<file path="src/rtl/ps2_key_controller.sv">
// ps2_key_controller: synchronous PS/2 keyboard receiver with make/break/extended
// decode and a small valid/ready event FIFO.
`default_nettype none

module ps2_key_controller #(
  parameter int CLK_FREQ_HZ = 50000000,
  parameter int TIMEOUT_US  = 2000,
  parameter int FIFO_DEPTH  = 4
) (
  input  logic       clock,
  input  logic       reset_n,
  input  logic       PS2_clk,
  input  logic       PS2_data,
  output logic       key_valid,
  input  logic       key_ready,
  output logic [7:0] key_code,
  output logic       key_release,
  output logic       key_extended,
  output logic       parity_error,
  output logic       frame_error,
  output logic       overflow
);

  localparam int TIMEOUT_CYCLES = CLK_FREQ_HZ / 1000000 * TIMEOUT_US;
  localparam int TMO_W          = $clog2(TIMEOUT_CYCLES + 1);
  localparam int AW             = $clog2(FIFO_DEPTH);
  localparam int CNT_W          = AW + 1;

  typedef enum logic [1:0] {
    IDLE   = 2'd0,
    DATA   = 2'd1,
    PARITY = 2'd2,
    STOP   = 2'd3
  } state_t;

  state_t r_state, w_next;

  logic r_clk_s1, r_clk_s2, r_clk_prev;
  logic r_dat_s1, r_dat_s2;
  logic w_fall;

  logic [2:0]       r_bit_cnt;
  logic [7:0]       r_shift;
  logic             r_parity;
  logic [TMO_W-1:0] r_tmo_cnt;
  logic             w_timeout;

  logic w_accept, w_perr, w_ferr;
  logic r_ext, r_brk;
  logic r_parity_err, r_frame_err, r_overflow;

  logic [9:0]       r_mem [FIFO_DEPTH];
  logic [AW-1:0]    r_wr_ptr, r_rd_ptr;
  logic [CNT_W-1:0] r_count;
  logic             w_full, w_pop, w_push_req, w_push;
  logic [9:0]       w_push_data;

  // Sync flops reset to the idle-high line level so release never fakes an edge.
  always_ff @(posedge clock or negedge reset_n) begin
    if (!reset_n) begin
      r_clk_s1   <= 1'b1;
      r_clk_s2   <= 1'b1;
      r_clk_prev <= 1'b1;
      r_dat_s1   <= 1'b1;
      r_dat_s2   <= 1'b1;
    end else begin
      r_clk_s1   <= PS2_clk;
      r_clk_s2   <= r_clk_s1;
      r_clk_prev <= r_clk_s2;
      r_dat_s1   <= PS2_data;
      r_dat_s2   <= r_dat_s1;
    end
  end

  assign w_fall    = r_clk_prev & ~r_clk_s2;
  assign w_timeout = (r_state != IDLE) && (r_tmo_cnt == TMO_W'(TIMEOUT_CYCLES));

  always_ff @(posedge clock or negedge reset_n) begin
    if (!reset_n) begin
      r_state <= IDLE;
    end else begin
      r_state <= w_next;
    end
  end

  always_comb begin
    w_next   = r_state;
    w_accept = 1'b0;
    w_perr   = 1'b0;
    w_ferr   = 1'b0;
    if (w_timeout) begin
      w_next = IDLE;
      w_ferr = 1'b1;
    end else if (w_fall) begin
      case (r_state)
        IDLE:   if (!r_dat_s2) w_next = DATA;
        DATA:   if (r_bit_cnt == 3'd7) w_next = PARITY;
        PARITY: w_next = STOP;
        STOP: begin
          w_next = IDLE;
          // A bad stop bit masks any parity result.
          if (!r_dat_s2) begin
            w_ferr = 1'b1;
          end else if (^{r_shift, r_parity}) begin
            w_accept = 1'b1;
          end else begin
            w_perr = 1'b1;
          end
        end
        default: w_next = IDLE;
      endcase
    end
  end

  always_ff @(posedge clock or negedge reset_n) begin
    if (!reset_n) begin
      r_bit_cnt <= '0;
      r_shift   <= '0;
      r_parity  <= 1'b0;
    end else if (w_fall && !w_timeout) begin
      case (r_state)
        IDLE: r_bit_cnt <= '0;
        DATA: begin
          r_shift[r_bit_cnt] <= r_dat_s2;
          r_bit_cnt          <= r_bit_cnt + 3'd1;
        end
        PARITY:  r_parity <= r_dat_s2;
        default: ;
      endcase
    end
  end

  always_ff @(posedge clock or negedge reset_n) begin
    if (!reset_n) begin
      r_tmo_cnt <= '0;
    end else if (r_state == IDLE || w_fall || w_timeout) begin
      r_tmo_cnt <= '0;
    end else begin
      r_tmo_cnt <= r_tmo_cnt + 1'b1;
    end
  end

  assign w_push_req  = w_accept && (r_shift != 8'hE0) && (r_shift != 8'hF0);
  assign w_push_data = {r_shift, r_brk, r_ext};

  always_ff @(posedge clock or negedge reset_n) begin
    if (!reset_n) begin
      r_ext <= 1'b0;
      r_brk <= 1'b0;
    end else if (w_perr || w_ferr) begin
      r_ext <= 1'b0;
      r_brk <= 1'b0;
    end else if (w_accept) begin
      if (r_shift == 8'hE0) begin
        r_ext <= 1'b1;
      end else if (r_shift == 8'hF0) begin
        r_brk <= 1'b1;
      end else begin
        r_ext <= 1'b0;
        r_brk <= 1'b0;
      end
    end
  end

  assign key_valid = (r_count != '0);
  assign w_full    = (r_count == CNT_W'(FIFO_DEPTH));
  assign w_pop     = key_valid & key_ready;
  // A pop in the same cycle frees the slot for a push into a full FIFO.
  assign w_push    = w_push_req & (~w_full | w_pop);

  always_ff @(posedge clock or negedge reset_n) begin
    if (!reset_n) begin
      for (int i = 0; i < FIFO_DEPTH; i++) begin
        r_mem[i] <= '0;
      end
      r_wr_ptr   <= '0;
      r_rd_ptr   <= '0;
      r_count    <= '0;
      r_overflow <= 1'b0;
    end else begin
      if (w_push) begin
        r_mem[r_wr_ptr] <= w_push_data;
        r_wr_ptr        <= r_wr_ptr + 1'b1;
      end
      if (w_pop) begin
        r_rd_ptr <= r_rd_ptr + 1'b1;
      end
      case ({w_push, w_pop})
        2'b10:   r_count <= r_count + 1'b1;
        2'b01:   r_count <= r_count - 1'b1;
        default: ;
      endcase
      r_overflow <= w_push_req & w_full & ~w_pop;
    end
  end

  always_ff @(posedge clock or negedge reset_n) begin
    if (!reset_n) begin
      r_parity_err <= 1'b0;
      r_frame_err  <= 1'b0;
    end else begin
      r_parity_err <= w_perr;
      r_frame_err  <= w_ferr;
    end
  end

  assign key_code     = key_valid ? r_mem[r_rd_ptr][9:2] : 8'h00;
  assign key_release  = key_valid ? r_mem[r_rd_ptr][1]   : 1'b0;
  assign key_extended = key_valid ? r_mem[r_rd_ptr][0]   : 1'b0;
  assign parity_error = r_parity_err;
  assign frame_error  = r_frame_err;
  assign overflow     = r_overflow;

endmodule

`default_nettype wire

</file>
<file path="config.mk">
export PLATFORM = sky130hd
export DESIGN_NAME = ps2_key_controller
export DESIGN_NICKNAME = d
export VERILOG_FILES = /design/src/rtl/ps2_key_controller.sv
export SDC_FILE = /design/constraint.sdc
export NUM_CORES = 1
export LEC_CHECK = 0
export CAP_MARGIN = 15
export CELL_PAD_IN_SITES_DETAIL_PLACEMENT = 1
export CELL_PAD_IN_SITES_GLOBAL_PLACEMENT = 1
export CORE_ASPECT_RATIO = 0.8
export CORE_MARGIN = 8
export CORE_UTILIZATION = 45
export DETAILED_ROUTE_END_ITERATION = 10
export PLACE_DENSITY = 0.78
export SLEW_MARGIN = 25
export SYNTH_ARGS = -nofsm -noshare
export SYNTH_HDL_FRONTEND = slang
export SYNTH_SLANG_ARGS = --single-unit
</file>
<file path="constraint.sdc">
create_clock -name clock -period 2.6 [get_ports clock]
set_clock_uncertainty 0.15 [all_clocks]
set_input_delay 0.26 -clock clock [delete_from_list [all_inputs] [get_ports clock]]
set_output_delay 0.26 -clock clock [all_outputs]
set_load 0.02 [all_outputs]
</file>
==> reports/qor.txt, run 1 <==
FLOORPLAN
--------------------------------------------------------------------------------------------------------
Row count .................................................................................           32
Die X-Extent ..............................................................................       125 um
Count of pins on the block boundary .......................................................           19
Height of the chip ........................................................................       103 um
Core area ................................................................................. 0.00945 mm^2
Area of the die ...........................................................................  0.0129 mm^2
Starting utilization of the core area .....................................................        0.453

OUTCOME
--------------------------------------------------------------------------------------------------------
Run status ................................................................................    completed

TIMING
--------------------------------------------------------------------------------------------------------
Number of hold violations in the final report .............................................            0
Total setup violations reported at the end of the flow ....................................            0
Final slew viol count .....................................................................            0
Post-route minimum period .................................................................      2.52 ns
Worst hold slack ..........................................................................     0.175 ns
Tcrit/Tclk final ..........................................................................        0.968
Highest achievable clock rate .............................................................      397 MHz
Worst slew margin relative to its limit ...................................................        0.602
Worst-Margin Slew .........................................................................     0.591 ns

YOSYS
--------------------------------------------------------------------------------------------------------
Synthesized netlist cell count ............................................................          336
Post-Synthesis Net Count ..................................................................          355
Count of different cell masters after synthesis ...........................................           45
Most common library cells after synthesis ................................................. sky130_fd_sc_hd__dfrtp_1, sky130_fd_sc_hd__mux2_2, sky130_fd_sc_hd__nor2_1, sky130_fd_sc_hd__inv_1, sky130_fd_sc_hd__nand2_1
Post-Synthesis Mean Instance Area .........................................................    12.7 um^2
Synth top area share ......................................................................        0.486
Async SR Flop Fraction ....................................................................         1.00
Library cell with the highest instance count after synthesis .............................. sky130_fd_sc_hd__dfrtp_1
Sequential share of the synthesized area ..................................................        0.516
Cell types occupying the most area after synthesis ........................................ sky130_fd_sc_hd__dfrtp_1, sky130_fd_sc_hd__mux2_2, sky130_fd_sc_hd__mux4_2, sky130_fd_sc_hd__ha_1, sky130_fd_sc_hd__dfstp_2
Ys Warns ..................................................................................            0
Post-synth top flop ....................................................................... sky130_fd_sc_hd__dfrtp_1
Post-synthesis register bit count .........................................................           88
Summed instance area of the synthesized netlist ........................................... 0.00428 mm^2
Number of enable flip-flop cells after synthesis ..........................................            0
Post-synth top area cell .................................................................. sky130_fd_sc_hd__dfrtp_1

DRT
--------------------------------------------------------------------------------------------------------
Drt wl/cell ...............................................................................      19.2 um
Via-to-Cell Ratio .........................................................................         5.36
Count of routing violations after the opening detailed-route iteration ....................           58
Remaining antenna violation count after routing ...........................................            0
Final WL ..................................................................................      9850 um
Met3 routed wirelength ....................................................................       359 um
Post-route DRC violation count ............................................................            0
Detailed Routing Iterations Pass 1 ........................................................            4
Vias after detailed routing ...............................................................         2756
Detail Route met2 WL ......................................................................      5000 um
Top routing layer in use ..................................................................         met4
Metal-1 WL ................................................................................      4380 um

PLACED DESIGN
--------------------------------------------------------------------------------------------------------
Cell count after placement ................................................................          492
Count of buffers inserted at the top-level ports ..........................................           18
Placer Congestion .........................................................................        0.740
Placed instance area ...................................................................... 0.00482 mm^2
Detailed Place HPWL .......................................................................      6810 um

LAYOUT
--------------------------------------------------------------------------------------------------------
Area growth, synth to finish ..............................................................        21.9%
Area taken by multi-input logic gates ..................................................... 0.00203 mm^2
Antenna Diode Count .......................................................................            0
Final non-filler cell area ................................................................ 0.00522 mm^2
FILL cells ................................................................................          957
Number of nets in the final layout ........................................................          409
Fraction of layout cells with a size suffix above 1 .......................................        0.339
Seq. cell area ............................................................................ 0.00221 mm^2
Post-Layout Cell Count ....................................................................          514

SETUP PATH
--------------------------------------------------------------------------------------------------------
Maximum fanout along the worst path .......................................................           12
Worst path cell trace ..................................................................... buf_8, mux4_2, and2_1, clkdlybuf4s50_1
Worst setup path category ................................................................. flip-flop to primary output
Required @ worst endpoint .................................................................      2.19 ns
Cell type of the slowest stage on the worst timing path ................................... sky130_fd_sc_hd__clkdlybuf4s50_1
CP Launch Type ............................................................................    flip-flop
Setup crit end kind ....................................................................... primary output
Max stage delay on crit path ..............................................................      0.54 ns
Arrival time at the worst endpoint ........................................................      2.11 ns

GLOBAL ROUTE
--------------------------------------------------------------------------------------------------------
Global routing usage summed across all routing layers .....................................        0.165
Total gr overflow .........................................................................            0
Number of global-route vias before repair .................................................         3130
Maximum number of pins on one net before global-route repair ..............................           38
Antenna violations before repair ..........................................................            0
Global-route wire length before repair ....................................................     16500 um

CLOCKING
--------------------------------------------------------------------------------------------------------
Clock tree buffer depth ...................................................................            2
Number of clock buffers inserted by TritonCTS .............................................            9
Clock Tree Root ........................................................................... sky130_fd_sc_hd__clkbuf_16
Clk sink count ............................................................................           88
Post-CTS clock slew at the launch and capture registers of the worst setup and hold paths .      0.06 ns
CTS tree ..................................................................................         done
Worst-skew pair later-pin latency .........................................................      0.34 ns
H-tree levels .............................................................................            3

POWER
--------------------------------------------------------------------------------------------------------
Largest voltage drop on the vdd net .......................................................       570 uV
Power density over cell area ..............................................................  912 mW/mm^2
Power Total ...............................................................................      4760 uW
Static power due to leakage ...............................................................   0.00247 uW

MIN PATH
--------------------------------------------------------------------------------------------------------
Min-delay worst type ...................................................................... primary input to flip-flop

JOB
--------------------------------------------------------------------------------------------------------
Max capacitance violation total ...........................................................            0

## cell usage in the layout (no fill, tap or decap), drive strengths merged, types with 4 or more instances in the layout
cell type and instances:
or3 5, buf 34, and2 12, xor2 13, dfrtp 83, mux4 10
nand3 16, nand2 15, inv 17, nor2 28, dfstp 5, clkbuf 10
xnor2 14, mux2 49, a31oi 4, nand4 7, clkdlybuf4s50 13, ha 13
## registers in the layout, indices dropped and copies added, names as in the netlist, 2 cells and up
signal	flops
r_bit_cnt	3
r_tmo_cnt	17
r_count	3
r_wr_ptr	2
r_rd_ptr	2
r_shift	8
r_state	2
r_mem	40
## worst paths after layout
kind	start	to	slack, ns	cells past startpoint
setup / recovery	r_rd_ptr[0]	key_extended	0.08	4
hold / removal	PS2_clk	r_clk_s1	0.17	1
setup reg to reg	r_shift[3]	r_count[2]	0.10	10
hold reg to reg	r_dat_s1	r_dat_s2	0.21	0
max in group asynchronous	reset_n	r_tmo_cnt[9]	1.41	3
min in group asynchronous	reset_n	r_tmo_cnt[5]	0.28	2
## area by class of cell
type / instances / share of cell area
tap: 119 / 0.0286
timing repair buffer: 52 / 0.0885
inverter: 15 / 0.0108
clock inverter: 6 / 0.0125
clock buffer: 10 / 0.0458
multi-input combinational: 224 / 0.390
sequential: 88 / 0.424
## where the power goes
part | internal, uW | total, uW | switching (uW)
clock | 775 | 1310 | 534
sequential | 1570 | 1770 | 202
combinational | 763 | 1670 | 909
## worst max-delay path, delay by kind of cell (launching register included)
| family | cells | cell delay [ns] |
|---|---|---|
| buffers and inverters | 2 | 0.73 |
| DFF | 1 | 0.37 |
| muxes | 1 | 0.50 |
| and+or+nand+nor | 1 | 0.17 |
## cell families (layout without fill, tap and decap cells)
group | after synthesis | in the layout | share of synthesized area
xor+xnor | 28 | 28 | 0.0652
buf+inv | 24 | 83 | 0.0228
flops | 88 | 88 | 0.516
compound gates | 19 | 19 | 0.0319
simple gates | 104 | 104 | 0.140
fa+ha+maj | 14 | 14 | 0.0427
mux | 59 | 59 | 0.182
## through the flow
stage	util	setup TNS [ns]	worst slack (ns)
floorplan	-	0	0.0123
global placement	0.510	-0.0460	-0.0460
detailed placement	0.510	-0.102	-0.102
CTS	0.543	0	0.00282
global route	0.552	-0.0806	-0.0431
finish	0.552	0	0.0830
## per-layer routing
layer,track usage,vias to the layer above
met3,0.0430,10
met5,0,-
met2,0.293,29
met1,0.194,1416
li1,-,1301
met4,0.0569,0
## timing repair
item	CTS	global route
setup buffers	0	5
hold buffers	1	0
hold endpoints to repair	30	0
endpoints found under the setup margin	10	7
gates resized for setup	2	12
pin swaps	0	5
(Power assumes the default switching activity.)
==> run 2, diff against run 1 <==
--- a/config.mk
+++ b/config.mk
@@ -9,8 +9,9 @@
 export CELL_PAD_IN_SITES_DETAIL_PLACEMENT = 1
 export CELL_PAD_IN_SITES_GLOBAL_PLACEMENT = 1
 export CORE_ASPECT_RATIO = 0.8
-export CORE_MARGIN = 8
+export CORE_MARGIN = 1
 export CORE_UTILIZATION = 45
+export CTS_CLUSTER_SIZE = 40
 export DETAILED_ROUTE_END_ITERATION = 10
 export PLACE_DENSITY = 0.78
 export SLEW_MARGIN = 25
==> run 2 against run 1 <==
  * The run now ends with DRC left
  * Non-clock buffer count decreased by 2
  * Clock power up 22%
  * Worst setup slack got worse by 0.017 ns
  * Wire length down 1.2%
  * First-iteration DRC count grew 38%
  * Critical endpoint is now key_code[7]
==> reports/qor.txt, run 2 (same netlist as run 1, synthesis figures left out) <==
CLOCKING
--------------------------------------------------------------------------------------------------------
CTS tree ..................................................................................         done
Number of clock buffers inserted by TritonCTS .............................................            9
Worst-skew pair later-pin latency .........................................................      0.35 ns
Clock Tree Root ........................................................................... sky130_fd_sc_hd__clkbuf_16
Clock tree buffer depth ...................................................................            2
Clk sink count ............................................................................           88
H-tree levels .............................................................................            3
Post-CTS clock slew at the launch and capture registers of the worst setup and hold paths .      0.06 ns

DRT
--------------------------------------------------------------------------------------------------------
Via-to-Cell Ratio .........................................................................         5.46
Vias after detailed routing ...............................................................         2774
Post-route DRC violation count ............................................................            4
Remaining antenna violation count after routing ...........................................            0
Detailed Routing Iterations Pass 1 ........................................................            7
Drt wl/cell ...............................................................................      19.2 um
Final WL ..................................................................................      9740 um
Count of routing violations after the opening detailed-route iteration ....................           80

TIMING
--------------------------------------------------------------------------------------------------------
Worst hold slack ..........................................................................     0.167 ns
Highest achievable clock rate .............................................................      395 MHz
Post-route minimum period .................................................................      2.53 ns
Number of hold violations in the final report .............................................            0
Worst slew margin relative to its limit ...................................................        0.589
Final slew viol count .....................................................................            0
Worst-Margin Slew .........................................................................     0.616 ns
Post-route setup slack ....................................................................    0.0657 ns
Tcrit/Tclk final ..........................................................................        0.975
Total setup violations reported at the end of the flow ....................................            0
Setup Total Neg Slack .....................................................................         0 ns
Setup repair after global routing missed its margin .......................................        false

GLOBAL ROUTE
--------------------------------------------------------------------------------------------------------
Antenna violations before repair ..........................................................            0
Global-route wire length before repair ....................................................     15800 um
Maximum number of pins on one net before global-route repair ..............................           46
Number of global-route vias before repair .................................................         2978
Global routing usage summed across all routing layers .....................................        0.217
Total gr overflow .........................................................................            0

MIN PATH
--------------------------------------------------------------------------------------------------------
Cells on Worst Hold Path ..................................................................            1
Start point of the worst min-delay path ...................................................      PS2_clk
Min-delay worst type ...................................................................... primary input to flip-flop
Endpoint with the worst hold slack ........................................................     r_clk_s1

LAYOUT
--------------------------------------------------------------------------------------------------------
Antenna Diode Count .......................................................................            0
Registers with the most flip-flops ........................................................ r_mem: 40 flops, r_tmo_cnt: 17 flops, r_shift: 8 flops
Number of nets in the final layout ........................................................          407
Most frequent cells in the layout ......................................................... sky130_fd_sc_hd__dfrtp_1, sky130_fd_sc_hd__mux2_2, sky130_fd_sc_hd__buf_4
End-of-flow core utilization ..............................................................        0.574
Fraction of layout cells with a size suffix above 1 .......................................        0.333
Leading cell type in the layout, fill and taps excluded ................................... sky130_fd_sc_hd__dfrtp_1
Final non-filler cell area ................................................................ 0.00526 mm^2
Register name with the most flops .........................................................        r_mem
FILL cells ................................................................................          928
Area growth, synth to finish ..............................................................        22.9%
Flip-flop count of the largest register, all copies and words added .......................           40

POWER
--------------------------------------------------------------------------------------------------------
Switching share of power ..................................................................        0.324
Sequential power share ....................................................................        0.353
Power density over cell area ..............................................................  955 mW/mm^2
Largest voltage drop on the vdd net .......................................................       485 uV
Net switching power of the design .........................................................      1630 uW
Static power due to leakage ...............................................................   0.00243 uW
Internal power consumption ................................................................      3400 uW
Proportion of power drawn by combinational gates ..........................................        0.330
Power share of the clock group ............................................................        0.318

OUTCOME
--------------------------------------------------------------------------------------------------------
Run status ................................................................................ finished with violations
Violated checks ...........................................................................          DRC

SETUP PATH
--------------------------------------------------------------------------------------------------------
Required @ worst endpoint .................................................................      2.19 ns
Worst setup path category ................................................................. flip-flop to primary output
Arrival time at the worst endpoint ........................................................      2.12 ns
Endpoint of the worst register-to-register path ...........................................   r_count[2]
Setup crit end kind ....................................................................... primary output
Beginning of the worst register-to-register path .......................................... r_tmo_cnt[3]
Reg2Reg Setup Slack .......................................................................      0.14 ns
CP Launch Type ............................................................................    flip-flop
Path depth of the worst reg2reg path ......................................................           10
Maximum fanout along the worst path .......................................................           12

FLOORPLAN
--------------------------------------------------------------------------------------------------------
Count of pins on the block boundary .......................................................           19
Starting utilization of the core area .....................................................        0.467
Row count .................................................................................           31
Height of the chip ........................................................................      89.2 um
Area of the die ........................................................................... 0.00990 mm^2
Core area ................................................................................. 0.00915 mm^2
Die X-Extent ..............................................................................       111 um

PLACED DESIGN
--------------------------------------------------------------------------------------------------------
Dpl ws ....................................................................................    -0.134 ns
Placed instance area ...................................................................... 0.00482 mm^2
Detailed Place HPWL .......................................................................      6570 um
Placer Congestion .........................................................................        0.761
Count of buffers inserted at the top-level ports ..........................................           18

JOB
--------------------------------------------------------------------------------------------------------
Max capacitance violation total ...........................................................            0

==> run 2: power by group through the flow <==
stage / registers [uW] / clock network [uW] / logic (uW)
after floorplan: 1760 / 0 / 1070
after global placement: 1770 / 0 / 1550
after detailed placement: 1790 / 0 / 1620
after CTS: 1770 / 1610 / 1640
after global routing: 1800 / 1660 / 1810
final: 1770 / 1600 / 1660
==> run 2: worst max-delay path, stage by stage (launching register included) <==
cell and delay, ns:
sky130_fd_sc_hd__dfrtp_1 0.37, sky130_fd_sc_hd__buf_12 0.17, sky130_fd_sc_hd__mux4_2 0.53, sky130_fd_sc_hd__and2_1 0.18
sky130_fd_sc_hd__clkdlybuf4s50_1 0.53
==> run 2: worst max-delay path by stage <==
stage                        from           to  slack (ns)  cells past startpoint
finish                r_rd_ptr[0]  key_code[7]        0.07                      4
global placement        key_ready   r_count[2]       -0.05                     11
global route          r_rd_ptr[0]  key_code[7]       0.005                      4
CTS                 r_tmo_cnt[11]   r_count[2]       0.003                     10
detailed placement      key_ready   r_count[2]       -0.13                     11
floorplan            r_tmo_cnt[3]   r_count[2]        0.01                     10
==> run 2: metrics by stage <==
stage / total power, uW / instances
after global routing: 5270 / 508
after global placement: 3310 / 487
after detailed placement: 3410 / 487
final: 5020 / 508
after CTS: 5030 / 504
after floorplan: 2830 / 336
==> run 2: routing by layer <==
metal  vias to the layer above  wire, um  share of wire  track usage
li1                       1296         -              -            -
met1                      1429      4330           0.44        0.266
met2                        37      4990           0.51        0.386
met3                        12       297          0.030       0.0495
met4                         0       126          0.013       0.0799
met5                         -         0              0            0
==> run 2: final cells by class <==
| type | count | area (um^2) | area share |
|---|---|---|---|
| clock buffer | 11 | 243 | 0.0462 |
| clock inverter | 5 | 128 | 0.0243 |
| inverter | 15 | 56.3 | 0.0107 |
| multi-input combinational | 224 | 2030 | 0.387 |
| sequential | 88 | 2210 | 0.420 |
| tap | 115 | 144 | 0.0274 |
| timing repair buffer | 50 | 445 | 0.0847 |
==> run 2: repair_timing <==
item                                    in CTS  in global routing
hold buffers                                 1                  0
pin swaps                                    0                  8
buffers inserted                             0                  4
resized for setup                            1                  7
endpoints found under the hold margin       44                  0
endpoints found under the setup margin       1                  1
